==> config.mk <==
export PLATFORM = sky130hd
export DESIGN_NAME = seven_seg_capture_flat
export DESIGN_NICKNAME = d
export VERILOG_FILES = /design/src/rtl/seven_seg_capture_if.sv /design/src/rtl/seven_seg_capture.sv /design/src/flat_wrapper.sv
export SDC_FILE = /design/constraint.sdc
export NUM_CORES = 1
export LEC_CHECK = 0
export BUFFER_PORTS_ARGS = -buffer_cell sky130_fd_sc_hd__buf_2
export CORE_MARGIN = 8
export CORE_UTILIZATION = 50
export DETAILED_ROUTE_END_ITERATION = 12
export PLACE_DENSITY = 0.73
export SLEW_MARGIN = 10
export SYNTH_ARGS = -nofsm -noshare
export SYNTH_HDL_FRONTEND = slang
export SYNTH_SLANG_ARGS = --single-unit
==> constraint.sdc <==
create_clock -name clk_25MHz -period 5.63 [get_ports clk_25MHz]
set_clock_uncertainty 0.15 [all_clocks]
set_input_delay 0.563 -clock clk_25MHz [delete_from_list [all_inputs] [get_ports clk_25MHz]]
set_output_delay 0.563 -clock clk_25MHz [all_outputs]
set_load 0.01 [all_outputs]
==> src/rtl/seven_seg_capture_if.sv <==
// Display bus between a multiplexed four-digit seven-segment driver and
// anything watching it. Both lines are active low.
//   an  [3:0] : anode enables, an[0]=digit D ... an[3]=digit A
//   seg [6:0] : cathodes {g,f,e,d,c,b,a}
// master = driver side, slave = receiver/monitor side.
interface seven_seg_capture_if;
  logic [3:0] an;
  logic [6:0] seg;

  modport master (output an, seg);
  modport slave  (input  an, seg);
endinterface

==> src/rtl/seven_seg_capture.sv <==
// Receive side of the multiplexed seven-segment display. Resynchronizes the
// anode/cathode lines, waits for them to sit still, and rebuilds the four
// displayed hex nibbles plus status.
// Ports:
//   clk_25MHz, reset_n : clock, async active-low reset
//   disp               : display bus (slave modport: an, seg)
//   err_clear          : one-cycle pulse, clears the sticky error flags
//   displayD..displayA : last accepted nibble of digits 0..3
//   digit_valid        : digit i accepted with a legal hex pattern since last timeout
//   digit_blank        : digit i's last accepted pattern was all-off
//   frame_done         : pulse when all four digits seen since the previous pulse
//   timeout            : pulse every TIMEOUT_CYCLES without a digit event
//   an_err, pattern_err: sticky protocol errors

// Per-digit state: nibble, valid and blank flags.
module seven_seg_capture_lane (
  input  logic       clk_25MHz,
  input  logic       reset_n,
  input  logic       hit,     // digit event (legal or blank) addressed to this lane
  input  logic       legal,
  input  logic       blank,
  input  logic       tmo,     // timeout this cycle (never together with a hit)
  input  logic [3:0] nibble,
  output logic [3:0] disp,
  output logic       valid,
  output logic       blank_f
);
  always_ff @(posedge clk_25MHz or negedge reset_n) begin
    if (!reset_n) begin
      disp    <= 4'h0;
      valid   <= 1'b0;
      blank_f <= 1'b0;
    end else if (hit) begin
      if (legal) begin
        disp    <= nibble;
        valid   <= 1'b1;
        blank_f <= 1'b0;
      end else if (blank) begin
        blank_f <= 1'b1;
      end
    end else if (tmo) begin
      valid <= 1'b0;
    end
  end
endmodule

module seven_seg_capture #(
  parameter int STABLE_CYCLES  = 16,
  parameter int TIMEOUT_CYCLES = 100000,
  parameter int CNT_W          = 17
) (
  input  logic                  clk_25MHz,
  input  logic                  reset_n,
  seven_seg_capture_if.slave    disp,
  input  logic                  err_clear,
  output logic [3:0]            displayD,
  output logic [3:0]            displayC,
  output logic [3:0]            displayB,
  output logic [3:0]            displayA,
  output logic [3:0]            digit_valid,
  output logic [3:0]            digit_blank,
  output logic                  frame_done,
  output logic                  timeout,
  output logic                  an_err,
  output logic                  pattern_err
);
  localparam int SW = $clog2(STABLE_CYCLES + 1);

  logic [10:0]      sync1, sync2;
  logic [SW-1:0]    stab_cnt;
  logic [CNT_W-1:0] tcnt;
  logic [3:0]       seen;

  // Two-flop synchronizer, idle (all ones) out of reset.
  always_ff @(posedge clk_25MHz or negedge reset_n) begin
    if (!reset_n) begin
      sync1 <= '1;
      sync2 <= '1;
    end else begin
      sync1 <= {disp.an, disp.seg};
      sync2 <= sync1;
    end
  end

  // Stability is judged on the value about to enter stage 2 against the one
  // already there, so the count and the accept decision land on the same
  // edge as the registered outputs: a held input shows up 2+STABLE_CYCLES
  // edges after it first appears.
  logic same, accept;
  assign same   = (sync1 == sync2);
  assign accept = same && (stab_cnt == SW'(STABLE_CYCLES - 1));

  always_ff @(posedge clk_25MHz or negedge reset_n) begin
    if (!reset_n)                               stab_cnt <= '0;
    else if (!same)                             stab_cnt <= '0;
    else if (stab_cnt != SW'(STABLE_CYCLES))    stab_cnt <= stab_cnt + SW'(1);
  end

  // Classification of the accepted value.
  logic [3:0] an_s, an_low;
  logic [6:0] seg_s;
  logic       single, multi;
  assign an_s   = sync2[10:7];
  assign seg_s  = sync2[6:0];
  assign an_low = ~an_s;
  assign single = (an_low != 4'b0) && ((an_low & (an_low - 4'd1)) == 4'b0);
  assign multi  = (an_low != 4'b0) && !single;

  logic       legal, blank;
  logic [3:0] nibble;
  assign blank = (seg_s == 7'b1111111);

  always_comb begin
    legal  = 1'b1;
    nibble = 4'h0;
    case (seg_s)
      7'b1000000: nibble = 4'h0;
      7'b1111001: nibble = 4'h1;
      7'b0100100: nibble = 4'h2;
      7'b0110000: nibble = 4'h3;
      7'b0011001: nibble = 4'h4;
      7'b0010010: nibble = 4'h5;
      7'b0000010: nibble = 4'h6;
      7'b1111000: nibble = 4'h7;
      7'b0000000: nibble = 4'h8;
      7'b0010000: nibble = 4'h9;
      7'b0001000: nibble = 4'hA;
      7'b0000011: nibble = 4'hB;
      7'b1000110: nibble = 4'hC;
      7'b0100001: nibble = 4'hD;
      7'b0000110: nibble = 4'hE;
      7'b0001110: nibble = 4'hF;
      default:    legal  = 1'b0;
    endcase
  end

  logic       digit_ev, new_an_err, new_pat_err, tmo_hit;
  logic [3:0] lane_hit, seen_nxt;
  assign digit_ev    = accept && single && (legal || blank);
  assign lane_hit    = digit_ev ? an_low : 4'b0;
  assign new_an_err  = accept && multi;
  assign new_pat_err = accept && single && !legal && !blank;
  // A digit event in the same cycle pre-empts the timeout.
  assign tmo_hit     = !digit_ev && (tcnt == CNT_W'(TIMEOUT_CYCLES - 1));
  assign seen_nxt    = seen | an_low;

  always_ff @(posedge clk_25MHz or negedge reset_n) begin
    if (!reset_n) begin
      tcnt        <= '0;
      seen        <= 4'b0;
      frame_done  <= 1'b0;
      timeout     <= 1'b0;
      an_err      <= 1'b0;
      pattern_err <= 1'b0;
    end else begin
      frame_done <= 1'b0;
      timeout    <= tmo_hit;

      if (digit_ev || tmo_hit) tcnt <= '0;
      else                     tcnt <= tcnt + CNT_W'(1);

      if (digit_ev) begin
        if (seen_nxt == 4'b1111) begin
          frame_done <= 1'b1;
          seen       <= 4'b0;
        end else begin
          seen       <= seen_nxt;
        end
      end else if (tmo_hit) begin
        seen <= 4'b0;
      end

      // New error beats a simultaneous clear.
      an_err      <= new_an_err  | (an_err      & ~err_clear);
      pattern_err <= new_pat_err | (pattern_err & ~err_clear);
    end
  end

  logic [3:0][3:0] lane_disp;

  for (genvar i = 0; i < 4; i++) begin : g_lane
    seven_seg_capture_lane u_lane (
      .clk_25MHz (clk_25MHz),
      .reset_n   (reset_n),
      .hit       (lane_hit[i]),
      .legal     (legal),
      .blank     (blank),
      .tmo       (tmo_hit),
      .nibble    (nibble),
      .disp      (lane_disp[i]),
      .valid     (digit_valid[i]),
      .blank_f   (digit_blank[i])
    );
  end

  assign displayD = lane_disp[0];
  assign displayC = lane_disp[1];
  assign displayB = lane_disp[2];
  assign displayA = lane_disp[3];
endmodule

==> src/flat_wrapper.sv <==
// flat-port wrapper written by rule: the top's interface ports become plain ports
module seven_seg_capture_flat 
#(
  parameter int STABLE_CYCLES  = 16,
  parameter int TIMEOUT_CYCLES = 100000,
  parameter int CNT_W          = 17
)
  (clk_25MHz, reset_n, err_clear, displayD, displayC, displayB, displayA, digit_valid, digit_blank, frame_done, timeout, an_err, pattern_err, disp_an, disp_seg);
  seven_seg_capture_if disp_i ();
  input  logic clk_25MHz;
  input  logic reset_n;
  input  logic err_clear;
  output logic [3:0] displayD;
  output logic [3:0] displayC;
  output logic [3:0] displayB;
  output logic [3:0] displayA;
  output logic [3:0] digit_valid;
  output logic [3:0] digit_blank;
  output logic frame_done;
  output logic timeout;
  output logic an_err;
  output logic pattern_err;
  input wire logic [$bits(disp_i.an)-1:0] disp_an;
  input wire logic [$bits(disp_i.seg)-1:0] disp_seg;
  assign disp_i.an = disp_an;
  assign disp_i.seg = disp_seg;
  seven_seg_capture #(.STABLE_CYCLES(STABLE_CYCLES), .TIMEOUT_CYCLES(TIMEOUT_CYCLES), .CNT_W(CNT_W)) u_core (.clk_25MHz(clk_25MHz), .reset_n(reset_n), .disp(disp_i), .err_clear(err_clear), .displayD(displayD), .displayC(displayC), .displayB(displayB), .displayA(displayA), .digit_valid(digit_valid), .digit_blank(digit_blank), .frame_done(frame_done), .timeout(timeout), .an_err(an_err), .pattern_err(pattern_err));
endmodule
Yosys cells after proc, flatten, opt, wreduce, memory -nomap -nowiden --
Index checks and enable logic that the tools add are counted.
Word-level totals: register bits after elaboration 76, input bits 14, output and inout bits 28, logic and storage cells 114
Operators by class: $add $sub $neg 3, equal/unequal tests 26, mux-type cells 19, bitwise operators 8, reduce and logical (&&, ||, !) cells 37
Operator list (number):
- $pmux 4 s15 | 1
- $eq 7x7->1 const B | 5
- $reduce_and 2->1 | 12
- $eq 7x5->1 const B | 3
- $eq 7x6->1 const B | 3
- $add 17x1->17 const B | 1
- $eq 17x17->1 const B | 1
- $mux 17 | 1
- $mux 4 | 4
- $reduce_or 16->1 | 1
- $eq 7x2->1 const B | 2
- $eq 7x4->1 const B | 2
- $reduce_bool 2->1 | 6
- $eq 11x11->1 | 1
- $mux 1 | 11
- $mux 5 | 2
- $logic_and 1x1->1 | 9
- $ne 2x1->1 const B | 4
- $eq 7x3->1 const B | 1
- $logic_not 7->1 | 1
- $add 5x1->5 const B | 1
- $eq 5x4->1 const B | 1
- $ne 5x5->1 const B | 1
- $and 4x4->4 | 1
- 12 further kinds | 18

Depth between registers and ports, before layout --
Gate-level depths: netlist of run 1.
depth after elaboration 11, gate-level depth with buffers 8, gate-level depth less buffers 8

By module --
A second synthesis of run 1 with hierarchy kept.
Second synthesis, totals: cells, all modules 324, area, all modules 3639.7 um^2
Modules (own cells, without submodules):
- seven_seg_capture | times used 1, cells an instance 260, area an instance 2678.8 um^2, seq. area each 1328.8 um^2
- seven_seg_capture_lane | times used 4, cells an instance 16, area an instance 240.2 um^2, seq. area each 150.1 um^2

Worst setup path after synthesis of run 1 --
OpenSTA, ideal clock, no wires.
path kind register to register, start register u_core.sync2[0], end register u_core.tcnt[10], setup time 71 ps, arrival 2130 ps, data required time 5409 ps, setup slack 3279 ps, cell stages (with the launch flop) 9, path buffers 2, clock period less this slack 2351 ps, cell sequence dfstp_2 buf_2 and4bb_1 o21a_1 or3_4 or2_4 a32o_2 buf_6 nor2_1
Between the ends: longest elaborated chain between the ends 9, elaborated cells between the ends (all ways) 28, those cells by class eq/ne: 17; mux: 2; reduce/logical: 9
Ends and longest elaborated chain:
- start, declared | RTL line seven_seg_capture.sv:69 | logic [10:0] sync1, sync2;
- start signal, assigned | RTL line seven_seg_capture.sv:81 | sync2 <= sync1;
- $eq 7x7->1, or another cell as far along | RTL line seven_seg_capture.sv:116 | case (seg_s)
- $reduce_or 16->1 (no source line)
- $mux 1 | RTL line seven_seg_capture.sv:116
- $logic_or 1x1->1 | RTL line seven_seg_capture.sv:139 | assign digit_ev = accept && single && (legal || blank);
- $logic_and 1x1->1 * | RTL line seven_seg_capture.sv:139
- $logic_not 1->1 | RTL line seven_seg_capture.sv:144 | assign tmo_hit = !digit_ev && (tcnt == CNT_W'(TIMEOUT_CYCLES - 1));
- $logic_and 1x1->1 | RTL line seven_seg_capture.sv:144
- $logic_or 1x1->1 * | RTL line seven_seg_capture.sv:159 | if (digit_ev || tmo_hit) tcnt <= '0;
- $mux 17 * | RTL line seven_seg_capture.sv:159
- end signal, assigned | RTL line seven_seg_capture.sv:160 | else tcnt <= tcnt + CNT_W'(1);
- end, declared | RTL line seven_seg_capture.sv:71 | logic [CNT_W-1:0] tcnt;
Every way passes the cells marked *; elsewhere a longest branch is shown, timed or not. A chain may end at the register's enable or synchronous reset.

Worst setup path after layout of run 1 --
start register u_core.sync2[1], end register u_core.seen[1]
Between the ends: longest elaborated chain between the ends 8, elaborated cells between the ends (all ways) 28, those cells by class eq/ne: 17; mux: 2; reduce/logical: 9
Ends and longest elaborated chain:
- $eq 7x7->1, or another cell as far along | RTL line seven_seg_capture.sv:116
- $reduce_or 16->1 (no source line)
- $mux 1 | RTL line seven_seg_capture.sv:116
- $logic_or 1x1->1 | RTL line seven_seg_capture.sv:139
- $logic_and 1x1->1 * | RTL line seven_seg_capture.sv:139
- $logic_not 1->1 | RTL line seven_seg_capture.sv:144
- $logic_and 1x1->1 | RTL line seven_seg_capture.sv:144
- $reduce_bool 2->1 (no source line)
- end signal, assigned | RTL line seven_seg_capture.sv:167 | seen <= seen_nxt;
- end, declared | RTL line seven_seg_capture.sv:72 | logic [3:0] seen;
Marks and branches as above.

==> results of run 1 <==
==> cell usage in the layout (no fill, tap or decap), types with 8 or more instances in the layout <==
master and n:
xnor2_1 21, mux2_2 8, inv_1 18, nand4_1 13, nand2_1 21, o21ai_0 12, buf_2 40, nor2_1 35
dfstp_2 22, dfrtp_1 54, xor2_1 10, clkbuf_8 10, a21oi_1 13
==> routing by layer <==
| metal | GRT usage | routed length (um) |
|---|---|---|
| met1 | 0.1980 | 3378 |
| met2 | 0.2528 | 3650 |
| met3 | 0.03322 | 344 |
| met4 | 0.06744 | 114 |
| met5 | 0 | 0 |
==> how the worst max path moves through the flow <==
stage | from | to | slack (ns) | cells after the start
2_1_floorplan | u_core.sync2[0] | u_core.tcnt[10] | 3.28 | 8
3_3_place_gp | u_core.sync2[2] | u_core.g_lane[2].u_lane.disp[2] | 2.82 | 5
3_5_place_dp | u_core.sync2[1] | u_core.g_lane[2].u_lane.disp[2] | 2.75 | 5
4_1_cts | u_core.sync2[1] | u_core.seen[0] | 2.69 | 6
5_1_grt | u_core.sync2[1] | u_core.seen[1] | 2.38 | 6
6_report | u_core.sync2[1] | u_core.seen[1] | 2.68 | 6
==> through the flow <==
step / hold slack [ns] / utilization / setup WS [ns] / cell area [um^2]
global route: 0.1460 / 0.5780 / 2.376 / 3949
detailed placement: 0.2135 / 0.5458 / 2.746 / 3729
floorplan: 0.1174 / - / 3.279 / 3552
global placement: 0.2130 / 0.5458 / 2.818 / 3729
CTS: 0.1515 / 0.5780 / 2.687 / 3949
finish: 0.1571 / 0.5780 / 2.676 / 3949
==> sequential cells by signal, indices dropped and copies added (netlist names), 4 cells and up <==
register,count
u_core.tcnt,17
u_core.g_lane.u_lane.disp,16
u_core.sync1,11
u_core.sync2,11
u_core.stab_cnt,5
u_core.g_lane.u_lane.blank_f,4
u_core.g_lane.u_lane.valid,4
u_core.seen,4
==> area by class of cell <==
cell class | count | area, um^2
Fill cell | 629 | 2883
Tap cell | 96 | 120.1
Inverter | 18 | 67.56
Multi-Input combinational cell | 212 | 1404
Clock buffer | 12 | 166.4
Timing Repair Buffer | 41 | 207.7
Clock inverter | 4 | 53.80
Sequential cell | 76 | 1929
==> power groups by stage <==
| stage | Clock, mW | Combinational [mW] | Sequential (mW) |
|---|---|---|---|
| 2_1_floorplan | 0 | 0.0403 | 0.575 |
| 3_3_place_gp | 0 | 0.0486 | 0.586 |
| 3_5_place_dp | 0 | 0.0498 | 0.586 |
| 4_1_cts | 0.455 | 0.0501 | 0.576 |
| 5_1_grt | 0.479 | 0.0551 | 0.578 |
| 6_report | 0.448 | 0.0491 | 0.577 |
==> kinds of logic (layout without fill, tap and decap cells) <==
logic type | Yosys count | count (layout) | synth area share
and+or+nand+nor | 111 | 111 | 0.1659
muxes | 10 | 10 | 0.03100
AOI/OAI and AO/OA | 55 | 55 | 0.1050
xor gates and xnor gates | 31 | 31 | 0.07644
DFF | 76 | 76 | 0.5431
buffers and inverters | 39 | 75 | 0.06164
adders and majority gates | 5 | 5 | 0.01691
==> impl_metrics.tcl, run 1 <==
set metrics [dict create \
    crit_required_ns 5.74 \
    die_h_um 100.3 \
    synth_common_cells "dfrtp_1, nor2_1, dfstp_2" \
    fin_crit_ns 2.954 \
    hold_buffers 0 \
    h-tree-depth 3 \
    path_class "reg2reg" \
    ys_warn_count 0 \
    synth_edf_count 0 \
    io_pins 42 \
    grt_pass1_vias 2546 \
    root_buffer "clkbuf_8" \
    hold_viol 0 \
    wirelength_um 7488 \
    min_path_type "in2reg" \
    antenna_left 0 \
    drt_iter0_markers 177 \
    r2r_end "u_core.seen[1]" \
    drv_cap 0 \
    gp_congestion 0.8487 \
    antenna_found_initial 0 \
    die_area_um2 10060 \
    cts_tree "done" \
    p_switching_mw 0.2471 \
    synth.ff_latch_count 76 \
    synthFlopType "dfrtp_1" \
    ctsResizeCount 0 \
    hpwl_um 5359 \
    area_growth_pct 11.17 \
    cp_max_fo 13 \
    clk_latency_ns 0.35 \
    synth.avg_cell_area_um2 10.86 \
    comb_power_share 0.046 \
    cts_sinks 76 \
    crit_buf_inv 0 \
    numCtsBuffers 9 \
    cp_slowest_cell "a32oi_1" \
    synthTopCellsByArea "dfrtp_1, dfstp_2, xnor2_1" \
    post-cts-setup-buffers 0 \
    final-instance-count-excl-fill 459 \
    fin_setup_tns_ns 0 \
    wire_per_inst_um 16.31 \
    internal_power_mw 0.8268 \
    setup_violations 0 \
    hold-path-endpoint "u_core.sync1[5]" \
    min-delay-start "disp_seg[5]" \
    dp.cells 443 \
    die_width_um 100.3 \
    r2r_cells 6 \
    ys_seq_area_frac 0.5431 \
    start_util 0.5200 \
    cp-start-kind "flop" \
    max_stage_delay_ns 0.71 \
    critPathTopFamily "compound AO/OA/AOI/OAI gates" \
    maxSlewViolCount 0 \
    vias 2531 \
    rr_startpoint "u_core.sync2[1]" \
    core_um2 6832 \
    row_count 30 \
    end_kind "flop" \
    worstMarginPinSlew_ns 0.9315 \
    nets 376 \
    drtPass1Iterations 4 \
    synth_top_cell_by_area "dfrtp_1" \
    synth_nets 345 \
    clkPwrFrac 0.417 \
    clkTransAtPathRegs_ns 0.08 \
    async_flop_share 1.000 \
    grt_max_degree 77 \
    viasPerCell 5.514 \
    finalPower_mw 1.074 \
    status "complete, no violations" \
    cts_buffer_depth 2 \
    swShare 0.2301 \
    grt_first_pass_wirelength_um 12470 \
    r2r_setup_slack_ns 2.68 \
    port_buffers 41 \
    synth_area_um2 3552 \
    power_leakage_nw 1.820 \
    drive_above_1_share 0.2590 \
    p_per_area_nw_per_um2 271.9 \
    rsz0062_at_grt "no" \
    insertedDiodeCount 0 \
    slew_headroom 0.3790 \
    peakVddDrop_uv 175.8 \
    synth.distinct_cells 55 \
    worstHoldPathCells 1 \
    fmax_mhz 338.5 \
    synth_most_common_cell "dfrtp_1" \
    netlist_instances 327 \
    grt.total_usage 0.1568 \
    pwr-share-seq 0.537 \
    synth_top_area_share 0.3804 \
    grt_remaining_overflow 0 \
    critPathArrivalTime_ns 3.07 \
    fin_crit_sh 0.5247 \
    cp_cell_sequence "nor3b_1 > a22oi_1 > a32oi_1 > o211ai_1 > a21bo_2 > o2bb2ai_1" \
    drc 0 \
]
Note: power is estimated with default switching activity, not from simulation.
==> run 2, diff against run 1 <==
Clock period 5.63 ns to 3.1 ns, I/O delays scaled along.
==> run 2 against run 1 <==
Effect of this change:
- final cell count is 3.1% higher
- via count increased by 0.71%
- die area is the same
- global-route usage about the same
- critical path depth is 1 lower
- critical path type unchanged
==> impl_metrics.tcl, run 2 (synthesis results as in run 1) <==
set metrics [dict create \
    status "complete, no violations" \
    final.fill_count 603 \
    antenna_found_initial 0 \
    hold_viol 0 \
    p_per_area_nw_per_um2 480.5 \
    cts_sinks 76 \
    grt_first_pass_wirelength_um 12500 \
    vias 2549 \
    critPathTopFamily "compound AO/OA/AOI/OAI gates" \
    nets 390 \
    io_pins 42 \
    peakVddDrop_uv 312.8 \
    cp_cell_sequence "nor3_1 > a32o_1 > a211o_1 > o211ai_1 > mux2_2" \
    die_area_um2 10060 \
    rsz0062_at_grt "no" \
    die_h_um 100.3 \
    max_stage_delay_ns 0.69 \
    fin_crit_sh 0.8803 \
    drt_iter0_markers 150 \
    h-tree-depth 3 \
    hpwl_um 5141 \
    numCtsBuffers 9 \
    wire_per_inst_um 15.59 \
    fin_util 0.5969 \
    cp_max_fo 15 \
    post-cts-setup-buffers 0 \
    root_buffer "clkbuf_8" \
    drc 0 \
    critPathArrivalTime_ns 2.81 \
    drv_cap 0 \
    row_count 30 \
    drive_above_1_share 0.2553 \
    slew_headroom 0.3879 \
    path_class "reg2reg" \
    maxSlewViolCount 0 \
    cts_tree "done" \
    largest_reg_flops 17 \
    grt.total_usage 0.1570 \
    grt_max_degree 77 \
    start_util 0.5200 \
    fin_crit_ns 2.729 \
    worstMarginPinSlew_ns 0.9182 \
    top_register "u_core.tcnt" \
    die_width_um 100.3 \
    wirelength_um 7375 \
    crit_buf_inv 0 \
    final_cell_mix "dfrtp_1, buf_2, nor2_1" \
    clk_latency_ns 0.34 \
    ctsResizeCount 0 \
    core_um2 6832 \
    multi_input_area_um2 1404 \
    port_buffers 41 \
    dp.cells 445 \
    clkTransAtPathRegs_ns 0.08 \
    viasPerCell 5.389 \
    setup_violations 0 \
    gp_congestion 0.8651 \
    cp-start-kind "flop" \
    worst_hold_slack_ns 0.04852 \
    crit_required_ns 3.18 \
    finalPower_mw 1.959 \
    final_common_cell "dfrtp_1" \
    drtPass1Iterations 4 \
    seq_area_um2 1929 \
    min_path_type "in2reg" \
    final-instance-count-excl-fill 473 \
    fmax_mhz 366.4 \
    cts_buffer_depth 2 \
    grt_pass1_vias 2573 \
    grt_remaining_overflow 0 \
    area_growth_pct 14.79 \
    end_kind "flop" \
    fin_setup_tns_ns 0 \
    cp_slowest_cell "dfstp_2" \
    antenna_left 0 \
    reg.largest.list "u_core.tcnt x17, u_core.g_lane.u_lane.disp x16" \
    power_leakage_nw 1.877 \
]
run 2: cell types whose count changed in the layout (fill, tap and decap cells not counted), sizes merged:
cell	delta
buf	+2
dlygate4sd3	+12
clkbuf	-3
clkinv	+2
inv	-1
diode	+1
bufinv	+1
run 2: cell type report:
| class | count | area share |
|---|---|---|
| antenna | 1 | 0.0006137 |
| clock buffer | 9 | 0.03038 |
| clock inverter | 6 | 0.02148 |
| inverter | 18 | 0.01657 |
| multi-input combinational | 212 | 0.3443 |
| sequential | 76 | 0.4732 |
| tap | 96 | 0.02946 |
| timing repair buffer | 55 | 0.08407 |
run 2: final timing paths:
check | start | endpoint | slack [ns] | cells past startpoint
worst max-delay path | u_core.sync2[4] | u_core.g_lane[2].u_lane.disp[1] | 0.37 | 5
worst min-delay path | err_clear | u_core.an_err | 0.05 | 2
worst max register to register | u_core.sync2[4] | u_core.g_lane[2].u_lane.disp[1] | 0.37 | 5
worst min register to register | u_core.sync1[3] | u_core.sync2[3] | 0.22 | 0
max in group asynchronous | reset_n | u_core.stab_cnt[1] | 1.70 | 2
min in group asynchronous | reset_n | u_core.stab_cnt[0] | 0.49 | 2
run 2: timing repair:
action	in CTS	in global routing
setup endpoints to repair	0	0
hold buffers	12	0
hold endpoints to repair	59	0
run 2: power breakdown:
part,switching (mW),internal (mW)
Sequential,0.0290,1.02
Combinational,0.0561,0.0460
Clock,0.360,0.450
Total,0.445,1.51
run 2: stage by stage:
stage	instance area, um^2	setup WS (ns)
after detailed placement	3744	0.4200
after floorplan	3552	0.7492
after global placement	3744	0.4531
after CTS	4075	0.4094
after global routing	4075	0.2363
final	4078	0.3709
run 2: worst reg2reg max path, stage by stage, from the launching register on:
cell      delay, ns
dfstp_2        0.69
nor3_1         0.12
a32o_1         0.30
a211o_1        0.33
o211ai_1       0.62
mux2_2         0.41
run 2: layer usage:
metal / part of all wire / GRT usage
met3: 0.043 / 0.04360
met2: 0.49 / 0.2508
met5: 0 / 0
met4: 0.017 / 0.06512
met1: 0.45 / 0.1949
